[config.mk]
export PLATFORM = sky130hd
export DESIGN_NAME = bcd_step_counter
export DESIGN_NICKNAME = d
export VERILOG_FILES = /design/src/rtl/bcd_step_counter.sv
export SDC_FILE = /design/constraint.sdc
export NUM_CORES = 1
export LEC_CHECK = 0
export BUFFER_PORTS_ARGS = -buffer_cell sky130_fd_sc_hd__buf_2
export CORE_MARGIN = 2
export CORE_UTILIZATION = 40
export CTS_CLUSTER_SIZE = 20
export DETAILED_ROUTE_END_ITERATION = 10
export HOLD_SLACK_MARGIN = 0.1
export PLACE_DENSITY = 0.69
export RECOVER_POWER = 100
export SYNTH_ARGS = -nofsm -noshare
export SYNTH_HDL_FRONTEND = slang
export SYNTH_SLANG_ARGS = --single-unit
[constraint.sdc]
create_clock -name clk -period 2 [get_ports clk]
set_input_delay 0.2 -clock clk [delete_from_list [all_inputs] [get_ports clk]]
set_output_delay 0.2 -clock clk [all_outputs]
set_load 0.05 [all_outputs]
[src/rtl/bcd_step_counter.sv]
// bcd_step_counter: synchronizes and debounces two pushbuttons, turns each
// accepted press into a single up/down step on a 4-bit wrap-around count,
// and supports a synchronous parallel load from a switch bank.
// Outputs w,x,y,z (w = MSB) feed the downstream two-digit 7-segment decoder.

module bcd_step_debounce #(
  parameter int unsigned CYCLES = 500000
) (
  input  logic clk,
  input  logic reset,
  input  logic in_i,
  output logic db_o
);

  // Terminal count: the level must differ from db for CYCLES consecutive edges.
  localparam logic [23:0] TERM = 24'(CYCLES - 1);

  logic [23:0] cnt_q;
  logic        db_q;

  // Accept a new level only after it has held steadily; any return to the
  // accepted level restarts the qualification from zero.
  always_ff @(posedge clk or posedge reset) begin
    if (reset) begin
      cnt_q <= '0;
      db_q  <= 1'b0;
    end else if (in_i == db_q) begin
      cnt_q <= '0;
    end else if (cnt_q == TERM) begin
      db_q  <= in_i;
      cnt_q <= '0;
    end else begin
      cnt_q <= cnt_q + 24'd1;
    end
  end

  assign db_o = db_q;

endmodule

module bcd_step_counter #(
  parameter int unsigned DEBOUNCE_CYCLES = 500000,
  parameter bit          SIM_FAST        = 1'b0
) (
  input  logic       clk,
  input  logic       reset,
  input  logic       btn_up,
  input  logic       btn_dn,
  input  logic       load,
  input  logic [3:0] sw,
  output logic       w,
  output logic       x,
  output logic       y,
  output logic       z,
  output logic       ovf,
  output logic       unf
);

  // SIM_FAST only records that the bench shortened the debounce window.
  if (SIM_FAST) begin : g_sim_fast
  end

  // Bit layout of the synchronized bus: {sw[3:0], load, btn_dn, btn_up}.
  logic [6:0] raw;
  logic [6:0] s1_q;
  logic [6:0] s2_q;

  assign raw = {sw, load, btn_dn, btn_up};

  // Two-flop synchronizer for every asynchronous input.
  always_ff @(posedge clk or posedge reset) begin
    if (reset) begin
      s1_q <= '0;
      s2_q <= '0;
    end else begin
      s1_q <= raw;
      s2_q <= s1_q;
    end
  end

  logic db_up;
  logic db_dn;

  bcd_step_debounce #(.CYCLES(DEBOUNCE_CYCLES)) u_db_up (
    .clk   (clk),
    .reset (reset),
    .in_i  (s2_q[0]),
    .db_o  (db_up)
  );

  bcd_step_debounce #(.CYCLES(DEBOUNCE_CYCLES)) u_db_dn (
    .clk   (clk),
    .reset (reset),
    .in_i  (s2_q[1]),
    .db_o  (db_dn)
  );

  // Delayed copies of the debounced levels for rising-edge detection.
  logic [1:0] db_d_q;

  always_ff @(posedge clk or posedge reset) begin
    if (reset) begin
      db_d_q <= '0;
    end else begin
      db_d_q <= {db_dn, db_up};
    end
  end

  logic step_up;
  logic step_dn;
  logic load_s2;
  logic [3:0] sw_s2;

  assign step_up = db_up & ~db_d_q[0];
  assign step_dn = db_dn & ~db_d_q[1];
  assign load_s2 = s2_q[2];
  assign sw_s2   = s2_q[6:3];

  logic [3:0] count_q, count_d;
  logic       ovf_q, ovf_d;
  logic       unf_q, unf_d;

  // Next count: load wins, simultaneous steps cancel, wraps flag ovf/unf.
  always_comb begin
    count_d = count_q;
    ovf_d   = 1'b0;
    unf_d   = 1'b0;
    if (load_s2) begin
      count_d = sw_s2;
    end else if (step_up && step_dn) begin
      count_d = count_q;
    end else if (step_up) begin
      count_d = count_q + 4'd1;
      ovf_d   = (count_q == 4'd15);
    end else if (step_dn) begin
      count_d = count_q - 4'd1;
      unf_d   = (count_q == 4'd0);
    end
  end

  // Registered count and wrap pulses.
  always_ff @(posedge clk or posedge reset) begin
    if (reset) begin
      count_q <= '0;
      ovf_q   <= 1'b0;
      unf_q   <= 1'b0;
    end else begin
      count_q <= count_d;
      ovf_q   <= ovf_d;
      unf_q   <= unf_d;
    end
  end

  assign {w, x, y, z} = count_q;
  assign ovf = ovf_q;
  assign unf = unf_q;

endmodule

==> out/results.ini <==
[power_and_ir_drop]
ir_drop_mv = 0.284
total_leakage_power_nw = 1.55
power_density_mw_per_mm2 = 725

[clock_tree]
clk_latency_ps = 350
cts_tree = built
cts-root-buf = clkbuf_8
clk_pin_slew_worst_paths_ps = 80
cts_num_sinks = 72
cts_made_buffers = 9
cts_max_level = 3
clk_path_buf_depth = 2

[critical_path]
crit_type = flip-flop to flip-flop
rr_worst_depth = 4
max_stage_delay_ps = 420
worst-path-buf-inv = 0
cp.required_ps = 2240
path_delay_family = simple AND/OR/NAND/NOR gates
reg2reg_from = u_db_dn.cnt_q[11]$_DFF_PP0_
arrival_ps = 2110
ff2ff_setup_slack_ps = 140
path_cells = nor4b_1 > nand4_1 > nor3_1 > mux2_2
crit_fanout = 4
crit_path_start_kind = flip-flop
cp_slowest_cell = dfrtp_1
r2r-end = u_db_dn.db_o$_DFFE_PP0P_
end_kind = flip-flop

[synth]
syn_inst = 329
ys_warn_count = 0
ys_types = 41
ys.flop_type = dfrtp_1
synth_area_per_cell_sq_um = 10.3
synth_edf_count = 0
synth.largest_area_cell = dfrtp_1
seq_area_frac_synth_pct = 53.3
async_flop_share_pct = 100
syn-num-nets = 342
synthTopCellsByArea = dfrtp_1, xnor2_1, nor2_1, o31ai_1, or4_1
synth_top_area_share_pct = 53.3
synth-seq-cells = 72
synth_area_sq_mm = 0.00338

[global_route]
grt_max_degree = 73
grt_remaining_overflow = 0
grt_pass1_vias = 2422
antenna_found_initial = 0
grt_pass1_wl_mm = 10.7
grt_usage_pct = 15.0

[route]
wl_per_cell_um = 13.1
drc = 0
first_pass_iters = 4
drt-vias-per-instance = 5.42
drt_iter0_drc = 106
ant_nets = 0
totalWireLength_mm = 6.22
vias = 2579

[cells_and_area]
regArea_sq_mm = 0.00180
multiInputGateArea_sq_mm = 0.00148
layout-drive-gt1-share_pct = 13.7
area_growth_pct = 15.9
layout_commonest_cell = dfrtp_1
final_cell_mix = dfrtp_1, nor2_1, xnor2_1
fillers = 779
n_antenna_cell = 0
instances_no_fill = 476
nets = 379

[run]
maxCapViolCount = 0

[floorplanning]
die_x_um = 96.0
start_util_pct = 41.2
fp.dieH_um = 96.0
core_sq_mm = 0.00822
die-area_sq_mm = 0.00921
pin_count = 15
num_rows = 33

[place]
dp_hpwl_mm = 4.20
dp_cells = 451
numPortBuffers = 14
routabilityCongestion = 0.795

[sta]
rsz0062_at_grt = no
finalSetupTns_ps = 0
clock_skew_ps = 17.1
maxSlewViolCount = 0
fmax_mhz = 537
hold_slack_ps = 345
worstMarginPinSlew_ps = 945
hold_viol = 0
min_period_ps = 1860
setup_viol_count_final = 0
slew_headroom_pct = 37.0
fin_crit_sh_pct = 93.2

[worst_hold_path]
hp-class = flip-flop to flip-flop
min_to = s2_q[5]$_DFF_PP0_
hold_depth = 0
hp-start = s1_q[5]$_DFF_PP0_

[run_status]
status = finished, final reports clean

[stage by stage]
| step | total power, mW | setup WS, ps | cell area, sq um | util [%] |
|---|---|---|---|---|
| CTS | 2.89 | 54.7 | 3940 | 48.0 |
| detailed placement | 1.72 | 67.9 | 3660 | 44.5 |
| global route | 2.98 | 3.77 | 3920 | 47.7 |
| floorplan | 1.66 | 23.6 | 3390 | - |
| finish | 2.85 | 137 | 3920 | 47.7 |
| global placement | 1.71 | 108 | 3660 | 44.5 |
[timing repair]
action | in CTS | in global routing
setup endpoints to repair | 0 | 8
hold buffers | 8 | 0
setup buffers | 0 | 1
resized for setup | 0 | 4
hold endpoints to repair | 79 | 0
[cells by family after synthesis]
family	Yosys count	share of synthesized area [%]
fa+ha+maj	4	1.48
compound gates	49	8.91
flops	72	53.3
xor+xnor	30	7.77
simple gates	144	24.0
mux	4	1.26
buf+inv	26	3.37
[worst max path at each step]
| stage | cells past startpoint | startpoint | slack [ps] | endpoint |
|---|---|---|---|---|
| after global placement | 4 | u_db_up.cnt_q[2]$_DFF_PP0_ | 110 | u_db_up.cnt_q[21]$_DFF_PP0_ |
| after global routing | 6 | u_db_dn.cnt_q[1]$_DFF_PP0_ | 4 | u_db_dn.cnt_q[18]$_DFF_PP0_ |
| final | 4 | u_db_dn.cnt_q[11]$_DFF_PP0_ | 140 | u_db_dn.db_o$_DFFE_PP0P_ |
| after CTS | 5 | u_db_up.cnt_q[0]$_DFF_PP0_ | 50 | u_db_up.cnt_q[18]$_DFF_PP0_ |
| after detailed placement | 4 | u_db_up.cnt_q[2]$_DFF_PP0_ | 70 | u_db_up.cnt_q[21]$_DFF_PP0_ |
| after floorplan | 6 | u_db_up.cnt_q[0]$_DFF_PP0_ | 20 | u_db_up.cnt_q[18]$_DFF_PP0_ |
[power by group]
group,internal (mW),switching (mW)
Clock,0.614,0.545
Sequential,1.49,0.0329
Combinational,0.0564,0.110
[Yosys cell counts (2+ instances only)]
master	instances
clkbuf_1	8
nand3_1	14
xnor2_1	20
mux2_2	2
ha_1	4
and2_1	2
or4_1	13
o31ai_1	15
nor2b_1	2
mux2i_1	2
nand3_2	3
nand4_1	9
a21oi_1	18
buf_6	2
nor4b_1	4
xor2_1	10
o21ai_0	10
dfrtp_1	72
nor4_1	11
nor2_1	35
inv_1	15
and4_1	4
or3_1	9
nor3_1	10
and3_1	3
nand2_1	17
[registers in the layout (all words and copies together) (netlist names)]
signal,cells
count_q,4
db_d_q,2
ovf,1
s1_q,7
s2_q,7
u_db_dn.cnt_q,24
u_db_dn.db_o,1
u_db_up.cnt_q,24
u_db_up.db_o,1
unf,1
[layer usage]
metal / track usage, % / vias up / wire length (um)
met5: 0 / - / 0
met4: 7.50 / 0 / 108
met3: 3.76 / 11 / 190
met2: 23.7 / 30 / 2960
met1: 19.3 / 1273 / 2960
li1: - / 1265 / -
[area by class of cell]
class                   count  share of cell area, %
flip-flops and latches     72                   46.0
inverters                  15                   1.53
well taps                 105                   3.35
clock buffers              10                   3.51
repair buffers             37                   6.19
multi-input cells         231                   37.8
clock inverters             6                   1.66
Power figures use the tool's default switching activity.
